--- config.mk ---
export PLATFORM = sky130hd
export DESIGN_NAME = mult_unit
export DESIGN_NICKNAME = d
export VERILOG_FILES = /design/src/rtl/mult_unit.sv
export SDC_FILE = /design/constraint.sdc
export NUM_CORES = 1
export LEC_CHECK = 0
export CAP_MARGIN = 20
export CORE_ASPECT_RATIO = 0.8
export CORE_MARGIN = 8
export CORE_UTILIZATION = 55
export CTS_CLUSTER_DIAMETER = 60
export DETAILED_ROUTE_END_ITERATION = 10
export HOLD_SLACK_MARGIN = 0.1
export PLACE_DENSITY_LB_ADDON = 0.3
export SLEW_MARGIN = 10
export SYNTH_ARGS = -nofsm -noshare
export SYNTH_HDL_FRONTEND = slang
export SYNTH_SLANG_ARGS = --single-unit
--- constraint.sdc ---
create_clock -name Clk -period 9.6 [get_ports Clk]
set_input_delay 1.92 -clock Clk [delete_from_list [all_inputs] [get_ports Clk]]
set_output_delay 1.92 -clock Clk [all_outputs]
set_load 0.05 [all_outputs]
--- src/rtl/mult_unit.sv ---
// Sequential shift-and-add multiplier, signed or unsigned, WIDTH iterations per product.
// Define MULT_UNIT_EARLY_EXIT_EN to leave CALC as soon as the remaining multiplier bits are all zero.
module mult_unit #(
  parameter  int WIDTH = 32,
  localparam int CW    = $clog2(WIDTH)
) (
  input  logic               Clk,
  input  logic               reset,
  input  logic               start,
  input  logic               is_signed,
  input  logic [WIDTH-1:0]   lhs,
  input  logic [WIDTH-1:0]   rhs,
  output logic [2*WIDTH-1:0] result,
  output logic               busy,
  output logic               endSignal,
  output logic [CW-1:0]      counter
);

  typedef enum logic [1:0] {IDLE, CALC, SIGN} state_t;

  state_t               state_reg, state_next;
  logic [2*WIDTH-1:0]   mcand_reg;
  logic [WIDTH-1:0]     mplier_reg;
  logic [2*WIDTH-1:0]   acc_reg;
  logic                 sign_reg;
  logic                 last_reg;
  logic [CW-1:0]        count_reg;
  logic [2*WIDTH-1:0]   result_reg;
  logic                 end_reg;
  logic [WIDTH-1:0]     lhs_abs, rhs_abs;
  logic                 exit_calc;
  logic                 do_iter;

  // Negation in WIDTH bits maps the most negative value onto 2^(WIDTH-1), which is its true magnitude.
  assign lhs_abs = (is_signed && lhs[WIDTH-1]) ? -lhs : lhs;
  assign rhs_abs = (is_signed && rhs[WIDTH-1]) ? -rhs : rhs;

`ifdef MULT_UNIT_EARLY_EXIT_EN
  assign exit_calc = last_reg || (mplier_reg == '0);
`else
  assign exit_calc = last_reg;
`endif

  always_comb begin
    state_next = state_reg;
    case (state_reg)
      IDLE:    if (start) state_next = CALC;
      CALC:    if (exit_calc) state_next = SIGN;
      SIGN:    state_next = IDLE;
      default: state_next = IDLE;
    endcase
  end

  assign do_iter = (state_reg == CALC) && !exit_calc;

  always_ff @(posedge Clk) begin
    if (!reset) begin
      state_reg  <= IDLE;
      mcand_reg  <= '0;
      mplier_reg <= '0;
      acc_reg    <= '0;
      sign_reg   <= 1'b0;
      last_reg   <= 1'b0;
      count_reg  <= '0;
      result_reg <= '0;
      end_reg    <= 1'b0;
    end else begin
      state_reg <= state_next;
      end_reg   <= 1'b0;
      case (state_reg)
        IDLE: begin
          if (start) begin
            mcand_reg  <= {{WIDTH{1'b0}}, lhs_abs};
            mplier_reg <= rhs_abs;
            sign_reg   <= is_signed & (lhs[WIDTH-1] ^ rhs[WIDTH-1]);
            acc_reg    <= '0;
            count_reg  <= '0;
            last_reg   <= 1'b0;
          end
        end
        CALC: begin
          if (do_iter) begin
            if (mplier_reg[0]) acc_reg <= acc_reg + mcand_reg;
            mcand_reg  <= mcand_reg << 1;
            mplier_reg <= mplier_reg >> 1;
            // counter stops on the last index so it keeps naming the final iteration
            if (count_reg == CW'(WIDTH-1)) last_reg <= 1'b1;
            else                           count_reg <= count_reg + 1'b1;
          end
        end
        SIGN: begin
          result_reg <= sign_reg ? -acc_reg : acc_reg;
          end_reg    <= 1'b1;
        end
        default: ;
      endcase
    end
  end

  assign result    = result_reg;
  assign busy      = (state_reg != IDLE);
  assign endSignal = end_reg;
  assign counter   = count_reg;

endmodule

# Word level (Yosys, flattened, before mapping)
# Index checks and enable logic that the tools add are counted.
# Widths: inputs -> output; s select.
[totals]
inputBits = 68
regBits = 234
out_inout_bits = 71
wordCells = 63
[classes]
n_mux = 25
n_eq_ne = 9
bitwise = 2
n_addsub = 5
reduce_logical = 13
[op_table]
columns = ["cell", "n"]
rows = [
  ["$mux 64", 6],
  ["$pmux 64 s2", 2],
  ["$mux 32", 4],
  ["$add 64x64->64", 1],
  ["$neg 32->32", 2],
  ["$neg 64->64", 1],
  ["$pmux 32 s2", 1],
  ["$mux 5", 3],
  ["$reduce_and 4->1", 3],
  ["$ne 2x2->1 const B", 5],
  ["$pmux 5 s2", 1],
  ["$add 5x1->5 const B", 1],
  ["$eq 5x5->1 const B", 1],
  ["$mux 1", 4],
  ["$mux 2", 2],
  ["$pmux 2 s2", 1],
  ["$reduce_and 2->1", 2],
  ["$reduce_bool 2->1", 2],
  ["$logic_and 1x1->1", 3],
  ["$reduce_and 3->1", 1],
  ["$eq 2x1->1 const B", 1],
  ["$eq 2x2->1 const B", 1],
  ["$logic_not 2->1", 1],
  ["$ne 2x1->1 const B", 1],
  ["other kinds (4)", 4],
]

# Depth between registers and ports, before layout
[logic_depth]
word_depth = 4
mapped_depth = 13
depth_no_buf = 13

# Worst setup path after synthesis
# OpenSTA, ideal clock, no wires.
[synth_path]
path_kind = "input port to flip-flop"
from = "input lhs[1]"
to = "register mcand_reg[29]"
required_time_ps = 9535
arrival_ps = 4116
path_stages = 10
setup_time_ps = 65
setup_slack_ps = 5418
path_buffers = 0
cell_sequence = "or3_1 > nor4_1 > and3_1 > nand3b_1 > or2_2 > o31ai_1 > xor2_1 > a211oi_1 > a21oi_1 > nor2b_1"
[synth_via]
elab_chain_len = 4
[synth_rtl]
columns = ["item", "line", "rtl"]
rows = [
  ["from (decl)", "11", "input logic [WIDTH-1:0] lhs,"],
  ["$neg 32->32", "35", "assign lhs_abs = (is_signed && lhs[WIDTH-1]) ? -lhs : lhs;"],
  ["$mux 32", "35", ""],
  ["$mux 64", "72", "if (start) begin"],
  ["$pmux 64 s2", "70", "case (state_reg)"],
  ["to (signal assigned)", "73", "mcand_reg <= {{WIDTH{1'b0}}, lhs_abs};"],
  ["to (signal assigned)", "84", "mcand_reg <= mcand_reg << 1;"],
  ["to (decl)", "22", "logic [2*WIDTH-1:0] mcand_reg;"],
]
# No other way between the ends. The select of a mux whose other input is x is not followed.
# A chain may end at the register's enable or synchronous reset.

# Worst setup path in the final report
[layout_path]
from = "register acc_reg[0]"
to = "register acc_reg[60]"
[layout_via]
elab_chain_len = 4
[layout_rtl]
columns = ["item", "line", "rtl"]
rows = [
  ["from (decl)", "24", "logic [2*WIDTH-1:0] acc_reg;"],
  ["from (signal assigned)", "83", "if (mplier_reg[0]) acc_reg <= acc_reg + mcand_reg;"],
  ["$add 64x64->64", "83", ""],
  ["$mux 64", "83", ""],
  ["$mux 64", "82", "if (do_iter) begin"],
  ["$pmux 64 s2", "70", ""],
]
# No other way between the ends. The select of a mux whose other input is x is not followed.

==> flow_metrics.py <==
metrics = {
    "floorplan": {
        "die_area_um2": 33100,
        "die_w_um": 201,
        "dieHeight_um": 164,
        "rows": 54,
        "core_um2": 27200,
        "start_util_pct": 55.6,
        "io_pins": 139,
    },
    "synth": {
        "yosysSeqAreaShare_pct": 31.0,
        "synth_edf_count": 0,
        "yosysMostFrequentCell": "dfxtp_1",
        "syn_nets": 2045,
        "synthFlopType": "dfxtp_1",
        "synth_warnings": 0,
        "avgSynthCellArea_um2": 7.92,
        "synth_cell_types": 65,
        "ys_top_cells_by_area": "dfxtp_1 (31%), xor2_1 (6.4%), ha_1 (5.6%), nand2_1 (5.4%), a21oi_1 (5.2%)",
        "synth_top_area_cell": "dfxtp_1",
        "yosysTopAreaCellShare_pct": 31.0,
        "syn_area_um2": 15100,
        "synthArstFlopShare_pct": 0,
        "synth-seq-cells": 234,
        "synthCells": 1908,
        "netlist_top_cells_count": "dfxtp_1 (234), nand2_1 (219), a21oi_1 (158)",
    },
    "status": {
        "outcome": "complete, no violations",
    },
    "clock_tree": {
        "numCtsBuffers": 28,
        "cts_tree": "done",
        "insertion_delay_ns": 0.55,
        "postCtsSetupBuffers": 0,
        "cts_root_buf": "clkbuf_16",
        "cts.path.max_buffers": 3,
        "holdBufCountCts": 0,
        "cts-resized-gates": 0,
        "clk_pin_slew_ns": 0.06,
        "cts.sinks": 234,
        "htree_levels": 1,
    },
    "pwr": {
        "irDropWorstVdd_v": 0.000130,
        "seq_power_share_pct": 39.8,
        "power.share.combinational_pct": 13.6,
        "p_int_w": 0.00191,
        "switching_share_pct": 26.4,
        "clkPwrFrac_pct": 46.6,
        "p_leak_nw": 7.50,
        "power_density_nw_per_um2": 147,
        "switchingPower_w": 0.000685,
    },
    "timing": {
        "hold_violations": 0,
        "rsz0062_at_grt": "no",
        "maxSlewHeadroom_pct": 31.1,
        "layout_min_cycle_time_ns": 4.71,
        "tightest_slew_ns": 1.03,
        "finalClockSkew_ns": 0.0187,
        "setup_viol": 0,
        "fin_tns_setup_ns": 0,
        "period_share_pct": 49.1,
        "max_freq_mhz": 212,
        "fin_ws_ns": 4.89,
        "maxSlewViolCount": 0,
    },
    "setup_path": {
        "critPathCaptureType": "flop",
        "cp-start-kind": "flop",
        "crit_fanout": 7,
        "arrival_ns": 5.17,
        "critical_path_required_ns": 10.06,
        "crit_type": "flop to flop",
    },
    "place": {
        "numPortBuffers": 138,
        "gp_congestion": 0.941,
        "place_inst": 2296,
        "place_hpwl_mm": 31.7,
        "place_ws_ns": 4.58,
    },
    "global_routing": {
        "grt.total_usage_pct": 24.4,
        "antenna_found_initial": 2,
        "first_global_vias": 12824,
        "grt_max_degree": 106,
        "grt_pass1_wl_mm": 67.7,
        "grt_overflow": 0,
    },
    "route": {
        "drt_iter0_drc": 1040,
        "drtPass1Iterations": 5,
        "routed_wl_mm": 42.1,
        "wl_per_cell_um": 17.9,
        "num_vias": 14175,
        "viasPerCell": 6.03,
        "drc": 0,
        "ant_nets": 0,
    },
    "cells_and_area": {
        "antenna_cells": 0,
        "fill_cells": 2282,
        "drive_gt1_share_pct": 4.78,
        "area_delta_synth_final_pct": 17.3,
        "fin_nets": 2101,
        "stdcell_count": 2350,
        "final_util_pct": 65.2,
    },
    "job": {
        "drv_cap": 0,
    },
    "min_path": {
        "hold_class": "flop to flop",
    },
}
==> kinds of logic after synthesis <==
kind of cell             synth area share [%]
AND/OR/NAND/NOR                          22.4
AO/OA/AOI/OAI                            27.2
flip-flops                               31.0
XOR/XNOR                                 9.62
buffers and inverters                    3.96
adder cells (fa/ha/maj)                  5.76
multiplexers                           0.0662
==> layer usage <==
metal	vias to the layer above	share of wire [%]	track usage (%)
li1	7036	-	-
met1	6559	50	36.3
met2	516	39	34.4
met3	60	9.6	6.80
met4	4	1.5	4.51
met5	-	0.062	0
==> path summary, 6_finish.rpt <==
path	from	to	slack [ns]	depth (start not counted)
worst min-delay path	mplier_reg[31]	mplier_reg[31]	0.46	2
worst max-delay path	acc_reg[0]	acc_reg[60]	4.89	13
worst min register to register	mplier_reg[31]	mplier_reg[31]	0.46	2
worst max register to register	acc_reg[0]	acc_reg[60]	4.89	13
==> cell usage in the layout (no fill, tap or decap), types with 28 or more instances in the layout <==
| cell | count |
|---|---|
| nor2b_1 | 123 |
| nand4_1 | 28 |
| nand2_1 | 219 |
| xnor2_1 | 55 |
| nor2_1 | 106 |
| a211oi_1 | 47 |
| clkdlybuf4s50_1 | 137 |
| o31ai_1 | 31 |
| o21ai_0 | 126 |
| ha_1 | 68 |
| clkbuf_16 | 29 |
| inv_1 | 34 |
| a21oi_1 | 158 |
| a22oi_1 | 66 |
| xor2_1 | 111 |
| o211a_1 | 56 |
| dfxtp_1 | 233 |
==> layout make-up <==
| class | count | area, um^2 | area share [%] |
|---|---|---|---|
| multi-input combinational | 1515 | 9860 | 55.6 |
| sequential | 234 | 4690 | 26.4 |
| timing repair buffer | 151 | 1520 | 8.56 |
| clock buffer | 37 | 816 | 4.60 |
| tap | 364 | 455 | 2.57 |
| clock inverter | 15 | 264 | 1.49 |
| inverter | 34 | 128 | 0.720 |
==> power groups by stage <==
stage | sequential [W] | combinational (W) | clock [W]
after detailed placement | 0.00106 | 0.000342 | 0
after floorplan | 0.00104 | 0.000249 | 0
after global routing | 0.00104 | 0.000388 | 0.00126
final | 0.00103 | 0.000352 | 0.00121
after CTS | 0.00103 | 0.000345 | 0.00122
after global placement | 0.00105 | 0.000336 | 0
==> metrics by stage <==
step	hold slack (ns)	cell area, um^2	power (W)
2_1_floorplan	0.425	15100	0.00129
3_3_place_gp	0.437	16600	0.00139
3_5_place_dp	0.445	16600	0.00140
4_1_cts	0.459	17700	0.00260
5_1_grt	0.501	17700	0.00269
6_report	0.456	17700	0.00260
==> critical path: stages, from the launching register on <==
cell       delay [ns]
dfxtp_1          0.45
ha_1             0.25
inv_1            0.07
fa_1             0.39
nor2b_1          0.22
o31a_1           0.20
nand4_1          0.20
a2111oi_0        0.86
o21ai_0          0.37
a21oi_1          0.28
o21ai_0          0.23
a2111oi_0        0.74
nor3_1           0.11
o31ai_1          0.23
Note: power is estimated with default switching activity, not from simulation.
